File: src/rtl/rev_count_seq_if.sv
// Command/status bundle between a command source and the rev_count_seq sequencer.
// master: command source side; slave: sequencer side.
interface rev_count_seq_if #(
    parameter int WIDTH = 16,
    parameter int LAPW  = 8
);
    logic             start;
    logic             dir;
    logic [WIDTH-1:0] lo;
    logic [WIDTH-1:0] hi;
    logic             tick;
    logic             abort;
    logic [WIDTH-1:0] cnt;
    logic             S;
    logic             Rc;
    logic             busy;
    logic             done;
    logic             err;
    logic [LAPW-1:0]  laps;

    modport master (
        output start, dir, lo, hi, tick, abort,
        input  cnt, S, Rc, busy, done, err, laps
    );

    modport slave (
        input  start, dir, lo, hi, tick, abort,
        output cnt, S, Rc, busy, done, err, laps
    );
endinterface

File: src/rtl/rev_count_seq.sv
// Sequencer for the reversible up/down counter datapath.
// Optional feature macro: REV_PINGPONG_EN -- when defined, hitting a limit on a
// tick reverses direction and counts laps instead of ending the run.
//
// state | meaning
// IDLE  | waiting for start; cnt/S/err/laps hold from the previous run
// LOAD  | one cycle: counter loaded with the start value for the direction
// RUN   | stepping on tick until a limit (or abort)
// DONE  | one-cycle done pulse, then back to IDLE
module rev_count_seq #(
    parameter int WIDTH = 16,
    parameter int LAPW  = 8
) (
    input logic           clk,
    input logic           rst,
    rev_count_seq_if.slave bus
);
    typedef enum logic [1:0] {IDLE, LOAD, RUN, DONE} state_t;

    state_t           state, state_nxt;
    logic [WIDTH-1:0] cnt_r, lo_r, hi_r;
    logic             s_r, err_r;
    logic             rc, busy, done;
    logic             bad_lim;
    logic             limit_tick;

    assign bad_lim    = bus.lo > bus.hi;
    assign limit_tick = bus.tick && rc && !bus.abort;

    // State register.
    always_ff @(posedge clk or posedge rst) begin
        if (rst) state <= IDLE;
        else     state <= state_nxt;
    end

    // Next-state decode; abort has priority over the limit, which beats a step.
    always_comb begin
        state_nxt = state;
        unique case (state)
            IDLE: if (bus.start) state_nxt = bad_lim ? DONE : LOAD;
            LOAD: state_nxt = RUN;
            RUN: begin
                if (bus.abort) begin
                    state_nxt = DONE;
                end else if (bus.tick && rc) begin
`ifdef REV_PINGPONG_EN
                    state_nxt = RUN;
`else
                    state_nxt = DONE;
`endif
                end
            end
            DONE: state_nxt = IDLE;
            default: state_nxt = IDLE;
        endcase
    end

    // Status outputs decoded from state; Rc compares against the active limit.
    always_comb begin
        busy = 1'b0;
        done = 1'b0;
        rc   = 1'b0;
        unique case (state)
            LOAD: busy = 1'b1;
            RUN: begin
                busy = 1'b1;
                rc   = cnt_r == (s_r ? hi_r : lo_r);
            end
            DONE: done = 1'b1;
            default: ;
        endcase
    end

    // Counter, direction, latched limits and sticky error.
    always_ff @(posedge clk or posedge rst) begin
        if (rst) begin
            cnt_r <= '0;
            lo_r  <= '0;
            hi_r  <= '0;
            s_r   <= 1'b0;
            err_r <= 1'b0;
        end else begin
            unique case (state)
                IDLE: begin
                    if (bus.start) begin
                        lo_r  <= bus.lo;
                        hi_r  <= bus.hi;
                        s_r   <= bus.dir;
                        err_r <= bad_lim;
                    end
                end
                LOAD: cnt_r <= s_r ? lo_r : hi_r;
                RUN: begin
                    if (!bus.abort && bus.tick && !rc)
                        cnt_r <= s_r ? cnt_r + WIDTH'(1) : cnt_r - WIDTH'(1);
`ifdef REV_PINGPONG_EN
                    if (limit_tick) s_r <= ~s_r;
`endif
                end
                default: ;
            endcase
        end
    end

`ifdef REV_PINGPONG_EN
    logic [LAPW-1:0] laps_r;

    // Lap counter: cleared by an accepted start, bumped on each reversal.
    always_ff @(posedge clk or posedge rst) begin
        if (rst)                           laps_r <= '0;
        else if (state == IDLE && bus.start) laps_r <= '0;
        else if (state == RUN && limit_tick) laps_r <= laps_r + LAPW'(1);
    end

    assign bus.laps = laps_r;
`else
    assign bus.laps = '0;
`endif

    assign bus.cnt  = cnt_r;
    assign bus.S    = s_r;
    assign bus.Rc   = rc;
    assign bus.busy = busy;
    assign bus.done = done;
    assign bus.err  = err_r;
endmodule

File: src/flat_wrapper.sv
// flat-port wrapper written by rule: the top's interface ports become plain ports
module rev_count_seq_flat 
#(
    parameter int WIDTH = 16,
    parameter int LAPW  = 8
)
  (clk, rst, bus_start, bus_dir, bus_lo, bus_hi, bus_tick, bus_abort, bus_cnt, bus_S, bus_Rc, bus_busy, bus_done, bus_err, bus_laps);
  rev_count_seq_if #(.WIDTH(WIDTH), .LAPW(LAPW)) bus_i ();
  input logic clk;
  input logic rst;
  input wire logic [$bits(bus_i.start)-1:0] bus_start;
  input wire logic [$bits(bus_i.dir)-1:0] bus_dir;
  input wire logic [$bits(bus_i.lo)-1:0] bus_lo;
  input wire logic [$bits(bus_i.hi)-1:0] bus_hi;
  input wire logic [$bits(bus_i.tick)-1:0] bus_tick;
  input wire logic [$bits(bus_i.abort)-1:0] bus_abort;
  output wire logic [$bits(bus_i.cnt)-1:0] bus_cnt;
  output wire logic [$bits(bus_i.S)-1:0] bus_S;
  output wire logic [$bits(bus_i.Rc)-1:0] bus_Rc;
  output wire logic [$bits(bus_i.busy)-1:0] bus_busy;
  output wire logic [$bits(bus_i.done)-1:0] bus_done;
  output wire logic [$bits(bus_i.err)-1:0] bus_err;
  output wire logic [$bits(bus_i.laps)-1:0] bus_laps;
  assign bus_i.start = bus_start;
  assign bus_i.dir = bus_dir;
  assign bus_i.lo = bus_lo;
  assign bus_i.hi = bus_hi;
  assign bus_i.tick = bus_tick;
  assign bus_i.abort = bus_abort;
  assign bus_cnt = bus_i.cnt;
  assign bus_S = bus_i.S;
  assign bus_Rc = bus_i.Rc;
  assign bus_busy = bus_i.busy;
  assign bus_done = bus_i.done;
  assign bus_err = bus_i.err;
  assign bus_laps = bus_i.laps;
  rev_count_seq #(.WIDTH(WIDTH), .LAPW(LAPW)) u_core (.clk(clk), .rst(rst), .bus(bus_i));
endmodule
File: config.mk
export PLATFORM = sky130hd
export DESIGN_NAME = rev_count_seq_flat
export DESIGN_NICKNAME = d
export VERILOG_FILES = /design/src/rtl/rev_count_seq_if.sv /design/src/rtl/rev_count_seq.sv /design/src/flat_wrapper.sv
export SDC_FILE = /design/constraint.sdc
export NUM_CORES = 1
export LEC_CHECK = 0
export CORE_UTILIZATION = 40
export DETAILED_ROUTE_END_ITERATION = 8
export MAX_ROUTING_LAYER = met4
export PLACE_DENSITY = 0.7
export SETUP_SLACK_MARGIN = 0.1
export SLEW_MARGIN = 20
export SYNTH_ARGS = -nofsm -noshare
export SYNTH_HDL_FRONTEND = slang
export SYNTH_SLANG_ARGS = --single-unit
File: constraint.sdc
create_clock -name clk -period 4.1 [get_ports clk]
set_input_delay 0.82 -clock clk [delete_from_list [all_inputs] [get_ports clk]]
set_output_delay 0.82 -clock clk [all_outputs]
set_load 0.03 [all_outputs]
==> impl_metrics.csv, run 1 <==
group,metric,value,unit
status,status,"finished, final reports clean",
placement,io_buffers,58,
critical_path,cp.required,3.28,ns
floorplan,io_pins,67,
floorplan,die_area,10140,sq um
route,postRouteAntennaNets,0,
route,wl_met1,4310,um
route,drc,0,
timing,fin_crit_sh,0.9076,
placement,pre_cts_ws,0.5372,ns
placement,place_hpwl,6754,um
logic_synthesis,synth_area_leaders,"dfrtp_1 (33%), ha_1 (11%), mux2i_1 (8.0%)",
placement,dp_cells,595,
logic_synthesis,synth_warnings,0,
global_routing,grt_overflow,0,
logic_synthesis,syn_area_per_cell,9.208,sq um
clock_tree,cts_tree,"yes",
logic_synthesis,synth_edf_count,0,
placement,gp_congestion,0.8656,
critical_path,start_kind,"register",
cells_and_area,fin_util,0.4970,
critical_path,arrival,2.90,ns
global_routing,grt_max_degree,52,
route,vias,3118,
hold_path,whs_path_depth,2,
clock_tree,cts-htree-levels,2,
run,max_cap_viol_count,0,
logic_synthesis,synthDistinctLibCells,51,
critical_path,cpMaxStageDelayCell,"clkdlybuf4s50_1",
pwr,p_leak,2.074,nW
timing,rsz0062_at_grt,"no",
route,wl_met2,3727,um
cells_and_area,diodes,0,
timing,fmax,268.7,MHz
placement,dpl_cell_area,4543,sq um
logic_synthesis,synth_top_area_frac,0.3341,
critical_path,path_cells,"buf_4 > mux2i_1 > xnor2_1 > nor4_1 > nand4_1 > nor2_1 > clkdlybuf4s50_1",
logic_synthesis,synth_cells,423,
clock_tree,cts-buffers-inserted,5,
cells_and_area,fill_cells,871,
clock_tree,cts.path.max_buffers,2,
clock_tree,numClockSinks,52,
timing,finalWorstSetupSlack,0.3787,ns
global_routing,grt_pass1_vias,3016,
floorplan,die_h,100.7,um
critical_path,rr_worst_depth,9,
cells_and_area,fin_nets,547,
timing,fin_hold_ws,0.5049,ns
clock_tree,cts-root-buf,"clkbuf_8",
route,wl_met3,255,um
global_routing,grt_pass1_wl,14150,um
pwr,power,4.146,mW
timing,max-slew-margin-rel,0.5226,
timing,fin_setup_tns,0,ns
logic_synthesis,synth-main-ff-cell,"dfrtp_1",
timing,slew_viol_final,0,
clock_tree,cts_hold_buf,0,
logic_synthesis,netlist_area,3895,sq um
route,routed_wl,8513,um
hold_path,hold_class,"reg -> reg",
timing,fin_skew,0.007192,ns
clock_tree,post_cts_buffers,0,
route,dr.pass1.iters,4,
logic_synthesis,synthTopCellsByCount,"dfrtp_1 (52), nand2_1 (46), ha_1 (35)",
cells_and_area,final_cells,603,
global_routing,gr-usage-all-layers,0.1815,
clock_tree,clk_pin_slew,0.10,ns
floorplan,rows,35,
critical_path,path_max_fanout,25,
timing,setup_viol,0,
route,top_layer_used,"met4",
timing,hold_viol,0,
logic_synthesis,synthArstFlopShare,1.000,
clock_tree,clk_latency,0.31,ns
logic_synthesis,synth_seq_cells,52,
floorplan,coreArea,9328,sq um
pwr,worst_ir_drop_vdd,0.0002699,V
global_routing,antenna_found_initial,0,
timing,worstMarginPinSlew,0.6980,ns
cells_and_area,design_area,4636,sq um
cells_and_area,syn2layout_area_growth,19.02,%
critical_path,critPathKind,"reg -> out",
floorplan,initial_core_util,0.4176,
critical_path,max_stage_delay,0.68,ns
timing,period_needed,3.721,ns
clock_tree,post_cts_resized,0,
floorplan,die_w,100.7,um
route,routedWlPerCell,14.12,um
route,first_iter_violations,60,
pwr,power.density,894.4,nW/um^2
cells_and_area,drive_gt1_frac,0.07806,
critical_path,setup.worst_path.end_class,"output pin",
logic_synthesis,yosysSeqAreaShare,0.3341,
logic_synthesis,yosysTopAreaCell,"dfrtp_1",
route,viasPerCell,5.171,
logic_synthesis,synth.most_common_cell,"dfrtp_1",
## per-layer routing
metal  GRT usage  vias to the layer above
li1            -                     1574
met1      0.2452                     1465
met2      0.2803                       63
met3     0.02011                       16
met4     0.06912                        0
met5           -                        -
## final cells by class
class                      instances  area (sq um)  share of cell area
clock buffer                       6         72.57             0.01565
clock inverter                     2         17.52            0.003779
inverter                          26         97.59             0.02105
multi-input combinational        324          2356              0.5082
sequential                        52          1305              0.2815
tap                              129         161.4             0.03482
timing repair buffer              64         625.6              0.1350
## layout by cell type, fill, tap and decap left out, types with 3 or more instances in the layout
cell type | netlist | final
conb_1 | 1 | 8
dfrtp_1 | 52 | 51
a211oi_1 | 6 | 6
a21o_1 | 5 | 5
o211ai_1 | 3 | 3
inv_1 | 26 | 25
xor2_1 | 3 | 3
mux2_2 | 19 | 19
mux2i_1 | 31 | 31
buf_4 | 8 | 6
a21oi_1 | 32 | 32
nor2_1 | 21 | 21
nor2b_1 | 7 | 7
a41oi_1 | 3 | 3
nor4_1 | 4 | 4
xnor2_1 | 24 | 24
o21ai_0 | 29 | 29
clkdlybuf4s50_1 | 0 | 58
ha_1 | 35 | 35
o21ai_1 | 9 | 9
clkbuf_8 | 0 | 5
nand4_1 | 7 | 7
nand2_1 | 46 | 46
## cells by family (layout without fill, tap and decap cells)
kind of cell             after synthesis  in the layout  synth area share
multiplexers                          52             52            0.1404
AND/OR/NAND/NOR                       96             96            0.1118
buffers and inverters                 54             98           0.06778
AO/OA/AOI/OAI                        105            105            0.1667
other                                  1              8         0.0009628
adder cells (fa/ha/maj)               36             36            0.1176
XOR/XNOR                              27             27           0.06071
flip-flops                            52             52            0.3341
## critical path, delay by kind of cell (launching register included)
family	cells	cell delay, ns
buffers and inverters	2	0.94
xor gates and xnor gates	1	0.08
DFF	1	0.67
and+or+nand+nor	3	0.65
muxes	1	0.24
## flip-flops by register name, indices dropped and copies added, names as in the netlist
| register | cells |
|---|---|
| u_core.bus.S | 1 |
| u_core.state | 2 |
| u_core.lo_r | 16 |
| u_core.hi_r | 16 |
| u_core.bus.cnt | 16 |
| u_core.bus.err | 1 |
## worst paths after layout
kind                                endpoint  slack, ns            start
min in group asynchronous  u_core.bus.cnt[4]       0.84              rst
max in group asynchronous    u_core.hi_r[12]       2.50              rst
hold reg to reg              u_core.hi_r[11]       0.50  u_core.hi_r[11]
setup / recovery                      bus_Rc       0.38     u_core.bus.S
setup reg to reg           u_core.bus.cnt[9]       0.83     u_core.bus.S
hold / removal               u_core.hi_r[11]       0.50  u_core.hi_r[11]
## power by group
group / switching [mW] / leakage [nW] / internal [mW]
clock: 0.184 / 0.0462 / 0.126
sequential: 0.314 / 0.633 / 0.771
combinational: 1.49 / 1.39 / 1.26
total: 1.99 / 2.07 / 2.16
(Power assumes the default switching activity.)
==> inputs of run 2 (changes only) <==
--- a/config.mk
+++ b/config.mk
@@ -10,7 +10,6 @@
 export MAX_ROUTING_LAYER = met4
 export PLACE_DENSITY = 0.7
 export SETUP_SLACK_MARGIN = 0.1
-export SLEW_MARGIN = 20
 export SYNTH_ARGS = -nofsm -noshare
 export SYNTH_HDL_FRONTEND = slang
 export SYNTH_SLANG_ARGS = --single-unit
==> results of run 2 <==
Same layout as run 1: the final DEF is identical, and so are final timing and power.
==> inputs of run 3 (changes only) <==
--- a/config.mk
+++ b/config.mk
@@ -6,9 +6,10 @@
 export NUM_CORES = 1
 export LEC_CHECK = 0
 export CORE_UTILIZATION = 40
+export CTS_CLUSTER_SIZE = 10
 export DETAILED_ROUTE_END_ITERATION = 8
 export MAX_ROUTING_LAYER = met4
-export PLACE_DENSITY = 0.7
+export PLACE_DENSITY = 0.73
 export SETUP_SLACK_MARGIN = 0.1
 export SYNTH_ARGS = -nofsm -noshare
 export SYNTH_HDL_FRONTEND = slang
==> constraint.sdc (replaced) <==
create_clock -name clk -period 3.2 [get_ports clk]
set_input_delay 0.64 -clock clk [delete_from_list [all_inputs] [get_ports clk]]
set_output_delay 0.64 -clock clk [all_outputs]
set_load 0.03 [all_outputs]
==> run 3 against run 2 <==
Cell count is 0.33% higher. First-iteration DRC count up 92%. Clock skew decreased by 0.00083 ns. Sequential share of layout area down 1.4 points. Count of clock-buffer cells in the layout decreased by 1. Hold slack improved by 0.011 ns. Sequential cell count is the same. Utilization is 2.5 points higher. Power rose by 41%. Critical path depth is 1 higher. Critical path type unchanged.
==> impl_metrics.csv, run 3 (same netlist as run 1, synthesis figures left out) <==
group,metric,value,unit
floorplan,io_pins,67,
route,routed_wl,8967,um
global_routing,grt_pass1_vias,3145,
critical_path,rr_worst_depth,9,
timing,fin_skew,0.006365,ns
critical_path,crit_family,"simple AND/OR/NAND/NOR gates",
critical_path,start_kind,"register",
timing,fmax,341.3,MHz
route,first_iter_violations,115,
cells_and_area,regArea,1303,sq um
timing,hold_viol,0,
critical_path,path_max_fanout,27,
global_routing,grt_overflow,0,
cells_and_area,drive_gt1_frac,0.1282,
global_routing,gr-usage-all-layers,0.1936,
floorplan,coreArea,9328,sq um
cells_and_area,diodes,0,
floorplan,rows,35,
status,status,"finished, final reports clean",
timing,rsz0062_at_grt,"no",
clock_tree,cts-buffers-inserted,5,
cells_and_area,fin_nets,550,
clock_tree,cts_tree,"yes",
timing,slew_viol_final,0,
route,routedWlPerCell,14.82,um
cells_and_area,layout_common_cells,"clkdlybuf4s50_1 (57), dfrtp_1 (51), nand2_1 (46), mux2i_1 (31), a21oi_1 (30)",
pwr,power.density,1200,nW/um^2
route,vias,3194,
cells_and_area,final_cells,605,
critical_path,path_common_cell,"buf_4",
critical_path,max_stage_delay,0.43,ns
clock_tree,cts-htree-levels,2,
placement,place_hpwl,7314,um
clock_tree,cts-root-buf,"clkbuf_8",
global_routing,antenna_found_initial,0,
run,max_cap_viol_count,0,
critical_path,cp.required,2.56,ns
cells_and_area,syn2layout_area_growth,25.12,%
clock_tree,post_cts_resized,0,
critical_path,cp_num_buf_inv,3,
pwr,p_leak,2.123,nW
floorplan,die_w,100.7,um
placement,io_buffers,58,
floorplan,initial_core_util,0.4176,
critical_path,cp_num_cells,8,
route,viasPerCell,5.279,
placement,dp_cells,597,
timing,fin_setup_tns,0,ns
critical_path,path_cells,"buf_12 > mux2i_1 > xnor2_1 > nor4_1 > nand4_1 > buf_4 > nor2_1 > buf_4",
global_routing,grt_pass1_wl,15200,um
timing,fin_crit_sh,0.9156,
clock_tree,numClockSinks,52,
placement,gp_congestion,0.8309,
cells_and_area,final_common_cell,"clkdlybuf4s50_1",
cells_and_area,fin_util,0.5225,
critical_path,setup.worst_path.end_class,"output pin",
timing,period_needed,2.930,ns
floorplan,die_h,100.7,um
critical_path,cpMaxStageDelayCell,"dfrtp_2",
floorplan,die_area,10140,sq um
cells_and_area,fill_cells,858,
global_routing,grt_max_degree,52,
clock_tree,clk_latency,0.30,ns
hold_path,whs_path_depth,2,
pwr,worst_ir_drop_vdd,0.0003918,V
timing,fin_hold_ws,0.5163,ns
critical_path,arrival,2.29,ns
critical_path,critPathKind,"reg -> out",
route,postRouteAntennaNets,0,
clock_tree,cts.path.max_buffers,2,
clock_tree,clk_pin_slew,0.10,ns
cells_and_area,multi_input_area,2521,sq um
route,drc,0,
hold_path,hold_class,"reg -> reg",
timing,setup_viol,0,
route,dr.pass1.iters,4,
==> run 3: changes by cell type in the layout (fill, tap and decap cells not counted), sizes merged <==
cell	delta
buf	+4
clkdlybuf4s50	-1
clkinvlp	+1
inv	-3
bufinv	+2
clkbuf	-1
==> run 3: through the flow <==
step                power (mW)  setup WS (ns)  instance area, sq um
floorplan                4.425        0.03749                  4131
global placement         5.188         0.3467                  4737
detailed placement       5.321         0.2992                  4737
CTS                      5.852         0.1528                  4866
global route             6.338         0.1817                  4873
finish                   5.847         0.2701                  4873
==> run 3: layout make-up <==
type,count,area share
clock inverters,2,0.01232
repair buffers,67,0.1350
multi-input cells,324,0.5173
well taps,129,0.03312
flip-flops and latches,52,0.2673
inverters,26,0.02080
clock buffers,5,0.01412
==> run 3: worst paths after layout <==
check	start	end	slack [ns]
worst max-delay path	u_core.bus.S	bus_Rc	0.27
worst min-delay path	u_core.bus.err	u_core.bus.err	0.52
worst max register to register	u_core.bus.S	u_core.bus.cnt[11]	0.43
worst min register to register	u_core.bus.err	u_core.bus.err	0.52
max in group asynchronous	rst	u_core.bus.S	1.96
min in group asynchronous	rst	u_core.lo_r[2]	0.63
==> run 3: worst min-delay path, delay by kind of cell, from the launching register on <==
family	cells	cell delay [ns]
compound gates	1	0.07
simple gates	1	0.05
flops	1	0.37
==> run 3: report_power, final <==
| part | switching, mW | internal, mW | total (mW) | leakage (nW) |
|---|---|---|---|---|
| Combinational | 2.12 | 1.85 | 3.97 | 1.43 |
| Clock | 0.216 | 0.308 | 0.524 | 0.0642 |
| Sequential | 0.370 | 0.985 | 1.36 | 0.633 |
| Total | 2.70 | 3.14 | 5.85 | 2.12 |
==> run 3: metal layers <==
metal	GRT usage	vias up	wire length (um)
li1	-	1585	-
met1	0.2603	1512	4247
met2	0.3030	78	4185
met3	0.02219	19	334
met4	0.06800	0	199
met5	-	-	0
==> run 3: timing repair <==
action,4_1_cts,5_1_grt
setup buffers,0,1
hold buffers,0,0
setup endpoints to repair,0,1
